$ cat config.mk
export PLATFORM = sky130hd
export DESIGN_NAME = mem_arbiter_flat
export DESIGN_NICKNAME = d
export VERILOG_FILES = /design/src/rtl/mem_arbiter_if.sv /design/src/rtl/mem_arbiter.sv /design/src/flat_wrapper.sv
export SDC_FILE = /design/constraint.sdc
export NUM_CORES = 1
export LEC_CHECK = 0
export BUFFER_PORTS_ARGS = -buffer_cell sky130_fd_sc_hd__buf_2
export CAP_MARGIN = 20
export CORE_AREA = 2 2 106 108
export CTS_CLUSTER_DIAMETER = 80
export DETAILED_ROUTE_END_ITERATION = 7
export DIE_AREA = 0 0 108 110
export PLACE_DENSITY_LB_ADDON = 0.05
export SLEW_MARGIN = 20
export SYNTH_ARGS = -nofsm -noshare
export SYNTH_HDL_FRONTEND = slang
export SYNTH_SLANG_ARGS = --single-unit
$ cat constraint.sdc
create_clock -name clock -period 4.1 [get_ports clock]
set_input_delay 0.41 -clock clock [delete_from_list [all_inputs] [get_ports clock]]
set_output_delay 0.41 -clock clock [all_outputs]
set_load 0.01 [all_outputs]
$ cat src/rtl/mem_arbiter_if.sv
// Shared ISA types plus the arbiter bundle: two requester ports and the memory side.
// The slave modport is the arbiter's view; the master modport is the requesters' and memory's view.
package isa_types;
  localparam int XLEN = 32;
  typedef enum logic [1:0] {
    write_byte     = 2'd0,
    write_halfword = 2'd1,
    write_word     = 2'd2
  } write_width_t;
endpackage

interface mem_arbiter_if;
  import isa_types::*;

  logic            p0_req;
  logic            p1_req;
  logic            p0_wenable;
  logic            p1_wenable;
  logic [XLEN-1:0] p0_addr;
  logic [XLEN-1:0] p1_addr;
  write_width_t    p0_wwidth;
  write_width_t    p1_wwidth;
  logic [XLEN-1:0] p0_wdata;
  logic [XLEN-1:0] p1_wdata;
  logic            p0_gnt;
  logic            p1_gnt;
  logic            p0_rvalid;
  logic            p1_rvalid;
  logic [XLEN-1:0] rdata;
  logic [XLEN-1:0] mem_addr;
  write_width_t    mem_wwidth;
  logic            mem_wenable;
  logic [XLEN-1:0] mem_wdata;
  logic [XLEN-1:0] mem_rdata;

  modport slave (
    input  p0_req, p1_req, p0_wenable, p1_wenable,
    input  p0_addr, p1_addr, p0_wwidth, p1_wwidth,
    input  p0_wdata, p1_wdata, mem_rdata,
    output p0_gnt, p1_gnt, p0_rvalid, p1_rvalid,
    output rdata, mem_addr, mem_wwidth, mem_wenable,
    output mem_wdata
  );

  modport master (
    output p0_req, p1_req, p0_wenable, p1_wenable,
    output p0_addr, p1_addr, p0_wwidth, p1_wwidth,
    output p0_wdata, p1_wdata, mem_rdata,
    input  p0_gnt, p1_gnt, p0_rvalid, p1_rvalid,
    input  rdata, mem_addr, mem_wwidth, mem_wenable,
    input  mem_wdata
  );
endinterface

$ cat src/rtl/mem_arbiter.sv
// Round-robin two-port arbiter for the single-port memory.
// Writes finish in the grant cycle; reads hold the address until rdata is strobed.
module mem_arbiter
  import isa_types::*;
#(
  parameter int READ_LATENCY = 2
) (
  input  logic          clock,
  input  logic          reset,
  mem_arbiter_if.slave  bus
);

  typedef enum logic {IDLE, READ} state_t;

  localparam logic [1:0] CntInit = 2'(READ_LATENCY);

  state_t          state_q;
  logic            owner_q;
  logic [XLEN-1:0] addr_q;
  logic [1:0]      cnt_q;
  logic            last_gnt_q;

  logic            pick1;
  logic            acc;
  logic            rv;
  logic            win_we;
  logic [XLEN-1:0] win_addr;
  logic [XLEN-1:0] win_wdata;
  write_width_t    win_wwidth;

  always_comb begin
    // on a tie the port that did not win last time goes first
    pick1 = bus.p1_req & (~bus.p0_req | ~last_gnt_q);
    acc   = ~reset & (state_q == IDLE)
          & (bus.p0_req | bus.p1_req);
    unique case (1'b1)
      pick1: begin
        win_we     = bus.p1_wenable;
        win_addr   = bus.p1_addr;
        win_wdata  = bus.p1_wdata;
        win_wwidth = bus.p1_wwidth;
      end
      default: begin
        win_we     = bus.p0_wenable;
        win_addr   = bus.p0_addr;
        win_wdata  = bus.p0_wdata;
        win_wwidth = bus.p0_wwidth;
      end
    endcase

    bus.p0_gnt = acc & ~pick1;
    bus.p1_gnt = acc & pick1;

    rv = ~reset & (state_q == READ) & (cnt_q == 2'd1);
    bus.p0_rvalid = rv & ~owner_q;
    bus.p1_rvalid = rv & owner_q;
    bus.rdata     = bus.mem_rdata;

    bus.mem_wenable = acc & win_we;
    bus.mem_addr    = '0;
    bus.mem_wdata   = '0;
    bus.mem_wwidth  = write_byte;
    if (state_q == READ) begin
      bus.mem_addr = addr_q;
    end else if (acc) begin
      bus.mem_addr = win_addr;
      if (win_we) begin
        bus.mem_wdata  = win_wdata;
        bus.mem_wwidth = win_wwidth;
      end
    end
  end

  always_ff @(posedge clock) begin
    if (reset) begin
      state_q    <= IDLE;
      owner_q    <= 1'b0;
      addr_q     <= '0;
      cnt_q      <= 2'd0;
      last_gnt_q <= 1'b1;
    end else begin
      unique case (state_q)
        IDLE: begin
          if (acc) begin
            last_gnt_q <= pick1;
            if (!win_we) begin
              addr_q  <= win_addr;
              owner_q <= pick1;
              cnt_q   <= CntInit;
              state_q <= READ;
            end
          end
        end
        READ: begin
          if (cnt_q == 2'd1) begin
            state_q <= IDLE;
          end else begin
            cnt_q <= cnt_q - 2'd1;
          end
        end
        default: state_q <= IDLE;
      endcase
    end
  end

endmodule

$ cat src/flat_wrapper.sv
// flat-port wrapper written by rule: the top's interface ports become plain ports
module mem_arbiter_flat import isa_types::*;
#(
  parameter int READ_LATENCY = 2
)
  (clock, reset, bus_p0_req, bus_p1_req, bus_p0_wenable, bus_p1_wenable, bus_p0_addr, bus_p1_addr, bus_p0_wwidth, bus_p1_wwidth, bus_p0_wdata, bus_p1_wdata, bus_mem_rdata, bus_p0_gnt, bus_p1_gnt, bus_p0_rvalid, bus_p1_rvalid, bus_rdata, bus_mem_addr, bus_mem_wwidth, bus_mem_wenable, bus_mem_wdata);
  mem_arbiter_if bus_i ();
  input  logic clock;
  input  logic reset;
  input wire logic [$bits(bus_i.p0_req)-1:0] bus_p0_req;
  input wire logic [$bits(bus_i.p1_req)-1:0] bus_p1_req;
  input wire logic [$bits(bus_i.p0_wenable)-1:0] bus_p0_wenable;
  input wire logic [$bits(bus_i.p1_wenable)-1:0] bus_p1_wenable;
  input wire logic [$bits(bus_i.p0_addr)-1:0] bus_p0_addr;
  input wire logic [$bits(bus_i.p1_addr)-1:0] bus_p1_addr;
  input wire logic [$bits(bus_i.p0_wwidth)-1:0] bus_p0_wwidth;
  input wire logic [$bits(bus_i.p1_wwidth)-1:0] bus_p1_wwidth;
  input wire logic [$bits(bus_i.p0_wdata)-1:0] bus_p0_wdata;
  input wire logic [$bits(bus_i.p1_wdata)-1:0] bus_p1_wdata;
  input wire logic [$bits(bus_i.mem_rdata)-1:0] bus_mem_rdata;
  output wire logic [$bits(bus_i.p0_gnt)-1:0] bus_p0_gnt;
  output wire logic [$bits(bus_i.p1_gnt)-1:0] bus_p1_gnt;
  output wire logic [$bits(bus_i.p0_rvalid)-1:0] bus_p0_rvalid;
  output wire logic [$bits(bus_i.p1_rvalid)-1:0] bus_p1_rvalid;
  output wire logic [$bits(bus_i.rdata)-1:0] bus_rdata;
  output wire logic [$bits(bus_i.mem_addr)-1:0] bus_mem_addr;
  output wire logic [$bits(bus_i.mem_wwidth)-1:0] bus_mem_wwidth;
  output wire logic [$bits(bus_i.mem_wenable)-1:0] bus_mem_wenable;
  output wire logic [$bits(bus_i.mem_wdata)-1:0] bus_mem_wdata;
  assign bus_i.p0_req = bus_p0_req;
  assign bus_i.p1_req = bus_p1_req;
  assign bus_i.p0_wenable = bus_p0_wenable;
  assign bus_i.p1_wenable = bus_p1_wenable;
  assign bus_i.p0_addr = bus_p0_addr;
  assign bus_i.p1_addr = bus_p1_addr;
  assign bus_i.p0_wwidth = bus_p0_wwidth;
  assign bus_i.p1_wwidth = bus_p1_wwidth;
  assign bus_i.p0_wdata = bus_p0_wdata;
  assign bus_i.p1_wdata = bus_p1_wdata;
  assign bus_i.mem_rdata = bus_mem_rdata;
  assign bus_p0_gnt = bus_i.p0_gnt;
  assign bus_p1_gnt = bus_i.p1_gnt;
  assign bus_p0_rvalid = bus_i.p0_rvalid;
  assign bus_p1_rvalid = bus_i.p1_rvalid;
  assign bus_rdata = bus_i.rdata;
  assign bus_mem_addr = bus_i.mem_addr;
  assign bus_mem_wwidth = bus_i.mem_wwidth;
  assign bus_mem_wenable = bus_i.mem_wenable;
  assign bus_mem_wdata = bus_i.mem_wdata;
  mem_arbiter #(.READ_LATENCY(READ_LATENCY)) u_core (.clock(clock), .reset(reset), .bus(bus_i));
endmodule
==> results.md, run 1 <==
- Status: finished clean
- Crit-path max FO: 41
- Ys Warns: 0
- Clk_lat worst skew: 0.28 ns
- Longest Clk Path Bufs: 2
- Hold Violations, Final: 0
- EDFF count, synth: 0
- Mapped Avg Cell Area: 6.916 sq um
- Worst Skew: 0.004315 ns
- Initial Util: 25.73%
- CTS tree: done
- PortBufs: 208
- Clk root buf: clkbuf_8
- Worst-path clk slew: 0.07 ns
- Min-delay worst type: in -> reg
- Grt met2 use: 28.89%
- Maxcap violations: 0
- Final setup viols: 0
- DR iter-0 viols: 159
- IO Pins: 273
- Cts repair resizes: 0
- Die height: 110 microns
- CTS buffer count: 5
- GR Util met1: 17.89%
- Die Width: 108 microns
- WP data arrival: 2.26 ns
- Hpwl dp: 7.490 mm
- Tightest Pin Transition: 0.8494 ns
- Via density: 4.795
- DRC errors left: 0
- H-tree depth: 2
- Synth Flop Type: dfxtp_1
- Commonest cells after routing, fill and taps aside: buf_2, nand2_1, a21oi_1, dfxtp_1
- Max IR drop VDD: 105.8 uV
- Post-Route WL: 10.00 mm
- Element type at the critical path end: primary output
- Crit path required time: 3.69 ns
- Setup TNS: 0 ns
- 1st-pass router iterations: 5
- First-pass GRT wire length: 14.84 mm
- Slew margin rel.: 43.37%
- Finished Layout Cells: 693
- Met3 usage: 3.645%
- Global placer's final weighted congestion: 0.7472
- Setup bufs post-CTS: 0
- Layout fillers: 1,195
- Final period util: 65.14%
- Synth unique cells: 26
- Hold_buf cts: 0
- Total GRT Usage: 15.44%
- Die area: 11,880 sq um
- FF+latch count, synth: 37
- # clock sinks: 37
- Crit start category: input port
- Post-synthesis async set-or-reset flop share: 0%
- Placed cells: 685
- Fraction of layout cells with a size suffix above 1: 40.87%
- Post-synthesis sequential area ratio: 26.91%
- Nets: 724
- Vias in the first global route: 3,047
- Initial antenna violation count: 0
- Net Count, Synth: 569
- Area delta synth->final: 36.55%
- Pleak: 1.838 nW
- Largest net degree at the start of global routing: 68
- Rows: 38
- Max frequency: 374.4 MHz
- Via Count: 3,323
- Min Tclk post-route: 2.671 ns
- RSZ-0062 raised after global routing: no
- Synth Instances: 398
- Most common library cell in the layout ignoring fill and taps: buf_2
- Core Area: 10,700 sq um
- Final Max Tran Viols: 0
- Busiest grt layer: met2
- Mapped Area: 2753 sq um
- Congestion Overflow GR: 0
- Final ANT Viol Nets: 0
- Number of diodes: 0
- Crit path kind: in -> out
- Wire per inst: 14.43 microns
- Pwr dens: 274.0 nW/um^2
## where the power goes
part	leakage, nW	internal, mW	total (mW)	switching [mW]
registers	0.304	0.389	0.406	0.0161
logic	1.49	0.158	0.367	0.209
clock network	0.0443	0.134	0.258	0.124
total	1.84	0.681	1.03	0.349
## cells by family after synthesis
family | share of synthesized area, %
AOI/OAI and AO/OA | 28.77
muxes | 12.00
DFF | 26.91
adders and majority gates | 0.4545
and+or+nand+nor | 17.50
buffers and inverters | 14.36
## critical path, cell delays in order
cell	delay (ns)
buf_2	0.59
nor2_1	0.15
o21a_1	0.33
nand2b_1	0.16
buf_4	0.35
a21oi_1	0.09
buf_2	0.16
## flip-flops by register name, indices dropped and copies added (netlist names)
register,flops
u_core.addr_q,32
u_core.cnt_q,2
u_core.last_gnt_q,1
u_core.owner_q,1
u_core.state_q,1
## Yosys cell counts, drive strengths merged, types with 3 or more instances
library cell,n,area share (%)
nand2b,3,0.68
mux2i,33,12
nor3,3,0.55
dfxtp,37,27
clkbuf,26,3.5
a211oi,32,8.7
a21oi,68,12
buf,42,11
o21ai,33,6.0
nand2,103,14
nor2,4,0.55
## final cells by class
type,instances,area [sq um],share of cell area (%)
multi-input cells,291,1640,43.64
inverters,2,7.507,0.1997
flip-flops and latches,37,740.7,19.71
well taps,140,175.2,4.660
clock buffers,7,86.33,2.297
repair buffers,216,1109,29.49
## stage by stage
stage / hold WS [ns] / power [mW] / worst slack (ns) / util (%) / area (sq um)
5_1_grt: 0.4645 / 1.100 / 1.201 / 35.13 / 3759
3_3_place_gp: 0.4768 / 0.7800 / 1.451 / 34.19 / 3657
2_1_floorplan: 0.4575 / 0.6555 / 2.054 / - / 2753
4_1_cts: 0.4639 / 1.045 / 1.404 / 34.99 / 3744
3_5_place_dp: 0.4828 / 0.7841 / 1.400 / 34.19 / 3657
6_report: 0.4625 / 1.030 / 1.429 / 35.13 / 3759
## layer usage
layer / routed length, microns / up-vias
met5: 0 / -
met2: 4974 / 152
li1: - / 1666
met3: 830 / 6
met4: 87 / 0
met1: 4108 / 1499
## path summary, 6_finish.rpt
kind,startpoint,to,slack [ns],depth (start not counted)
worst min register to register,u_core.cnt_q[1]$_SDFFE_PP0P_,u_core.cnt_q[1]$_SDFFE_PP0P_,0.49,2
worst max-delay path,reset,bus_mem_wdata[3],1.43,7
worst max register to register,u_core.last_gnt_q$_SDFFE_PP1P_,u_core.addr_q[14]$_SDFFE_PP0P_,1.92,5
worst min-delay path,bus_p1_req,u_core.last_gnt_q$_SDFFE_PP1P_,0.46,2
No activity file was read; power rests on OpenSTA's default activity.
==> inputs of run 2 (changes only) <==
- ABC_AREA: unset -> 1
- CORE_AREA: 2 2 106 108 -> 2 2 105 107
- DIE_AREA: 0 0 108 110 -> 0 0 107 109
- clock period: 4.1 -> 2.5 ns (I/O delays scaled with it)
==> run 2 against run 1 <==
Compared with the run above: register-to-register slack got worse by 1.5 ns; clock skew rose by 0.00075 ns; worst setup slack got worse by 1.2 ns; sequential share of layout area fell by 2.4 points; synthesized area rose by 23%; clock-buffer cell count fell by 1; sequential power rose by 64%; critical path type is now reg -> out.
==> results.md, run 2 <==
- Status: finished clean
- Synth unique cells: 22 (-15%)
- Worst Skew: 0.005066 ns (+0.0007509 ns)
- Slew margin rel.: 55.35% (+12 points)
- CTS buffer count: 5 (unchanged)
- Cell accounting for the most synthesized area: nand2_1
- Max reg flops: 32 (unchanged)
- Min Tclk post-route: 2.285 ns
- Via Count: 4,057 (+22%)
- Crit start category: flip-flop
- Total GRT Usage: 18.91% (+3.5 points)
- DR iter-0 viols: 239 (+50%)
- WP data arrival: 2.04 ns (-0.22 ns)
- Vias in the first global route: 3,887 (+28%)
- Pwr dens: 416.4 nW/um^2 (+52%)
- Final period util: 91.41%
- Clk_lat worst skew: 0.29 ns (about the same)
- First-pass GRT wire length: 17.77 mm (+20%)
- PortBufs: 208 (unchanged)
- Commonest cells after routing, fill and taps aside: buf_2, nand2_1, nor2_1, a21oi_1
- 1st-pass router iterations: 4 (-1)
- Area delta synth->final: 27.02%
- Core Area: 10,600 sq um (-0.89%)
- EDFF count, synth: 0 (unchanged)
- Crit path required time: 2.25 ns (-1.44 ns)
- Hold WS: 0.2009 ns (-0.2616 ns)
- Post-synthesis sequential area ratio: 21.94% (-5.0 points)
- Min-delay worst type: in -> reg
- Pleak: 2.361 nW (+28%)
- H-tree depth: 2 (unchanged)
- Setup ws final: 0.2147 ns (-1.214 ns)
- Synth top area cells: nand2_1, dfxtp_1, a21oi_2, buf_4, nand3b_1
- Layout fillers: 1,202 (+0.59%)
- Net Count, Synth: 746 (+31%)
- Top cell type's share of synthesized area: 22.57% (-4.3 points)
- Max frequency: 437.6 MHz
- Longest Clk Path Bufs: 2 (unchanged)
- Top cells by count, synth: nand2_1, nor2_1, a21oi_1
- # clock sinks: 37 (unchanged)
- Top reg by flops: u_core.addr_q
- Synth Flop Type: dfxtp_1
- Element type at the critical path end: primary output
- Final ANT Viol Nets: 0 (unchanged)
- Largest registers: u_core.addr_q x32, u_core.cnt_q x2
- Global placer's final weighted congestion: 0.8707 (+17%)
- Largest net degree at the start of global routing: 66 (-2.9%)
- Congestion Overflow GR: 0 (unchanged)
- Nets: 893 (+23%)
- Max IR drop VDD: 203.8 uV (+93%)
- Post-synthesis async set-or-reset flop share: 0% (unchanged)
- Post-Route WL: 11.48 mm (+15%)
- Die height: 109 microns (-0.91%)
- Initial antenna violation count: 1 (+1)
- Tightest Pin Transition: 0.6698 ns (-0.1796 ns)
- Die area: 11,660 sq um (-1.8%)
- Rows: 38 (unchanged)
- Maxcap violations: 0 (unchanged)
- Synth Instances: 575 (+44%)
- Wire per inst: 13.29 microns (-7.9%)
- CTS tree: done
- Fraction of layout cells with a size suffix above 1: 36.51% (-4.4 points)
- Pre-CTS WS: 0.2511 ns (-1.149 ns)
- Top-count cell post-synth: nand2_1
- Most common library cell in the layout ignoring fill and taps: buf_2
- Hpwl dp: 8.328 mm (+11%)
- Clk root buf: clkbuf_8
- Mapped Avg Cell Area: 5.871 sq um (-15%)
- Via density: 4.696 (-2.1%)
- FF+latch count, synth: 37 (unchanged)
- Ys Warns: 0 (unchanged)
- Die Width: 107 microns (-0.93%)
- Hold_buf cts: 0 (unchanged)
- DRC errors left: 0 (unchanged)
- Initial Util: 31.84% (+6.1 points)
- IO Pins: 273 (unchanged)
- Crit-path max FO: 34 (-17%)
- Final Max Tran Viols: 0 (unchanged)
- Worst-path clk slew: 0.08 ns (about the same)
- Mapped Area: 3376 sq um (+23%)
- Final setup viols: 0 (unchanged)
- Crit path kind: reg -> out
- Hold Violations, Final: 0 (unchanged)
[run 2: cell types whose count changed after synthesis, moves of 32 or more]
cell / change
nand2_1: +100
nand3_1: +37
inv_1: +36
nor2_1: +35
mux2i_1: -33
a211oi_1: -32
nand3b_1: +32
o21ai_0: +32
o21ai_1: -32
[run 2: area by class of cell]
cell class | instances | area [sq um] | area share, %
Antenna cell | 1 | 2.502 | 0.05836
Clock buffer | 6 | 72.57 | 1.692
Clock inverter | 2 | 10.01 | 0.2334
Inverter | 42 | 162.7 | 3.793
Multi-Input combinational cell | 420 | 2019 | 47.10
Sequential cell | 37 | 740.7 | 17.27
Tap cell | 140 | 175.2 | 4.085
Timing Repair Buffer | 216 | 1105 | 25.77
[run 2: path summary, 6_finish.rpt]
path / start / endpoint / slack, ns / cells past startpoint
setup / recovery: u_core.last_gnt_q$_SDFFE_PP1P_ / bus_mem_wdata[1] / 0.21 / 8
hold / removal: reset / u_core.addr_q[15]$_SDFFE_PP0P_ / 0.20 / 2
setup reg to reg: u_core.last_gnt_q$_SDFFE_PP1P_ / u_core.addr_q[13]$_SDFFE_PP0P_ / 0.46 / 8
hold reg to reg: u_core.cnt_q[0]$_SDFFE_PP0P_ / u_core.cnt_q[0]$_SDFFE_PP0P_ / 0.47 / 1
[run 2: repair_timing]
action | in CTS | in global routing
hold endpoints to repair | 0 | 0
setup endpoints to repair | 3 | 22
pin swaps | 0 | 0
gates resized for setup | 1 | 3
buffers inserted | 0 | 0
[run 2: critical path, stage by stage (launching register included)]
cell     delay (ns)
dfxtp_1        0.35
nand2_2        0.17
nand2_2        0.29
nand2_1        0.10
and2_2         0.21
nor2_4         0.11
inv_4          0.18
a21oi_1        0.17
buf_2          0.15
[run 2: per-stage QoR]
stage               area (sq um)  utilization (%)   TNS, ns  power, mW  std cells
floorplan                   3376                -         0      1.186        575
global placement            4194            39.56         0      1.387        855
detailed placement          4194            39.56         0      1.395        855
CTS                         4279            40.36         0      1.817        863
global route                4288            40.44  -0.01582      1.935        864
finish                      4288            40.44         0      1.785        864
[run 2: cell families (layout without fill, tap and decap cells)]
logic type                 count (synthesis)  after routing  share of synthesized area [%]
adders and majority gates                  1              1                         0.3706
AOI/OAI and AO/OA                        102            102                          18.50
and+or+nand+nor                          317            317                          40.77
buffers and inverters                    118            266                          18.42
other                                      0              1                              0
DFF                                       37             37                          21.94
[run 2: power by group]
| group | internal [mW] | total [mW] | switching (mW) |
|---|---|---|---|
| registers | 0.642 | 0.667 | 0.0251 |
| logic | 0.274 | 0.709 | 0.435 |
| clock network | 0.193 | 0.409 | 0.216 |
| total | 1.11 | 1.79 | 0.676 |
[run 2: metal layers]
| layer | vias up | share of wire [%] | GRT usage [%] |
|---|---|---|---|
| li1 | 2081 | - | - |
| met4 | 0 | 2.8 | 6.865 |
| met1 | 1800 | 40 | 20.88 |
| met5 | - | 0 | 0 |
| met2 | 159 | 50 | 35.03 |
| met3 | 17 | 6.8 | 4.782 |
==> inputs of run 3 (changes only) <==
==> constraint.sdc (replaced) <==
create_clock -name clock -period 2.5 [get_ports clock]
set_input_delay 0.125 -clock clock [delete_from_list [all_inputs] [get_ports clock]]
set_output_delay 0.125 -clock clock [all_outputs]
set_load 0.01 [all_outputs]
==> run 3 against run 2 <==
Compared with the run above: sequential power is essentially flat; critical path depth is the same; routed wire length shrank 2.2%; largest cell class unchanged.
==> results.md, run 3 (synthesis results as in run 2) <==
- Crit path required time: 2.38 ns (+0.13 ns)
- Die area: 11,660 sq um (unchanged)
- Element type at the critical path end: primary output
- First-pass GRT wire length: 17.88 mm (+0.58%)
- Slowest-stage cell, CP: inv_2
- Min-delay src: reset
- CTS buffer count: 5 (unchanged)
- Via density: 4.646 (-1.1%)
- Die height: 109 microns (unchanged)
- Initial antenna violation count: 0 (-1)
- Pwr dens: 442.5 nW/um^2 (+6.3%)
- Crit-path max FO: 34 (unchanged)
- Max frequency: 444.7 MHz (+1.6%)
- Nets: 894 (+0.11%)
- Rows: 38 (unchanged)
- Wire per inst: 12.99 microns (-2.2%)
- Tightest Pin Transition: 0.8404 ns (+0.1706 ns)
- Total GRT Usage: 18.79% (-0.12 points)
- Die Width: 107 microns (unchanged)
- Number of diodes: 0 (-1)
- Largest registers: u_core.addr_q x32, u_core.cnt_q x2
- Layout fillers: 1,205 (+0.25%)
- Commonest cells after routing, fill and taps aside: buf_2, nand2_1, nor2_1, a21oi_1
- Worst Skew: 0.005099 ns (+0.00003255 ns)
- Maxcap violations: 0 (unchanged)
- Most common library cell in the layout ignoring fill and taps: buf_2
- Final period util: 89.94% (-1.5 points)
- Met2 wire length: 5.672 mm (-1.1%)
- Met1 WL: 4.533 mm (-2.3%)
- Global placer's final weighted congestion: 0.7995 (-8.2%)
- Final setup viols: 0 (unchanged)
- IO Pins: 273 (unchanged)
- Via Count: 4,014 (-1.1%)
- Worst-path clk slew: 0.08 ns (about the same)
- Core Area: 10,600 sq um (unchanged)
- Fraction of layout cells with a size suffix above 1: 36.60% (+0.088 points)
- Congestion Overflow GR: 0 (unchanged)
- Finished Layout Cells: 864 (unchanged)
- RSZ-0062 raised after global routing: no
- Max IR drop VDD: 289.5 uV (+42%)
- Crit path kind: reg -> out
- DRC errors left: 0 (unchanged)
- R2r startpoint: u_core.state_q$_SDFF_PP0_
- Final Max Tran Viols: 0 (unchanged)
- PortBufs: 208 (unchanged)
- Initial Util: 31.84% (unchanged)
- Clk root buf: clkbuf_8
- Crit start category: flip-flop
- Setup ws final: 0.2514 ns (+0.03673 ns)
- 1st-pass router iterations: 5 (+1)
- Final ANT Viol Nets: 0 (unchanged)
- Longest Clk Path Bufs: 2 (unchanged)
- Slew margin rel.: 43.89% (-11 points)
- DR top layer: met4
- Hpwl dp: 8.185 mm (-1.7%)
- CP max stage delay: 0.60 ns (+0.25 ns)
- Cts repair resizes: 0 (-1)
- Max reg flops: 32 (unchanged)
- Min-delay worst type: in -> reg
- Pleak: 2.377 nW (+0.67%)
- Hold Violations, Final: 0 (unchanged)
- Clk_lat worst skew: 0.28 ns (about the same)
- Pre-CTS WS: 0.5335 ns (+0.2824 ns)
- Top reg by flops: u_core.addr_q
- Placed cells: 856 (+0.12%)
- CP dominant cell by count: nand2_2
- DR iter-0 viols: 157 (-34%)
- Hold_buf cts: 0 (unchanged)
- Crit path from: u_core.last_gnt_q$_SDFFE_PP1P_
- Post-Route WL: 11.23 mm (-2.2%)
- Setup TNS: 0 ns (unchanged)
- Area delta synth->final: 27.91%
- Status: finished clean
- Vias in the first global route: 3,899 (+0.31%)
- Min Tclk post-route: 2.249 ns (-0.03673 ns)
- CP cell instances: nand2_2 > nand2_2 > nand2_1 > and2_2 > nor2_4 > inv_2 > a21oi_1 > buf_2
- Setup bufs post-CTS: 0 (unchanged)
- Routed wl met3: 941 microns (+20%)
- H-tree depth: 2 (unchanged)
- CTS tree: done
- Largest net degree at the start of global routing: 66 (unchanged)
- WP data arrival: 2.12 ns (+0.08 ns)
- # clock sinks: 37 (unchanged)
==> run 3: cell type report <==
class	instances	area, sq um	area share [%]
clock buffer	7	86.33	1.999
clock inverter	1	30.03	0.6955
inverter	42	157.7	3.651
multi-input combinational	420	2019	46.77
sequential	37	740.7	17.15
tap	140	175.2	4.057
timing repair buffer	217	1109	25.67
==> run 3: power by group <==
part	internal, mW	switching, mW
Sequential	0.642	0.0249
Clock	0.325	0.212
Combinational	0.275	0.431
==> run 3: path summary, 6_finish.rpt <==
check | end | slack, ns | depth (start not counted)
setup reg to reg | u_core.owner_q$_SDFFE_PP0P_ | 0.62 | 7
hold reg to reg | u_core.cnt_q[0]$_SDFFE_PP0P_ | 0.47 | 1
setup / recovery | bus_mem_wdata[31] | 0.25 | 8
hold / removal | u_core.addr_q[15]$_SDFFE_PP0P_ | 0.07 | 2
==> run 3: routing by layer <==
metal | track usage, % | vias to the layer above
met5 | 0 | -
met4 | 3.154 | 0
met3 | 5.977 | 6
met2 | 35.53 | 155
met1 | 20.86 | 1770
li1 | - | 2083
==> run 3: stage by stage <==
step | area, sq um | utilization (%) | hold WS [ns] | power, mW
floorplan | 3376 | - | 0.1941 | 1.186
global placement | 4202 | 39.63 | 0.2501 | 1.388
detailed placement | 4202 | 39.63 | 0.2501 | 1.398
CTS | 4318 | 40.72 | 0.05405 | 1.944
global route | 4318 | 40.72 | 0.07108 | 2.054
finish | 4318 | 40.72 | 0.06893 | 1.911
==> run 3: worst max-delay path: cells and delay by family (launching register included) <==
kind | cells | cell delay [ns]
buffers and inverters | 2 | 0.78
AND/OR/NAND/NOR | 5 | 0.65
flip-flops | 1 | 0.32
AO/OA/AOI/OAI | 1 | 0.08
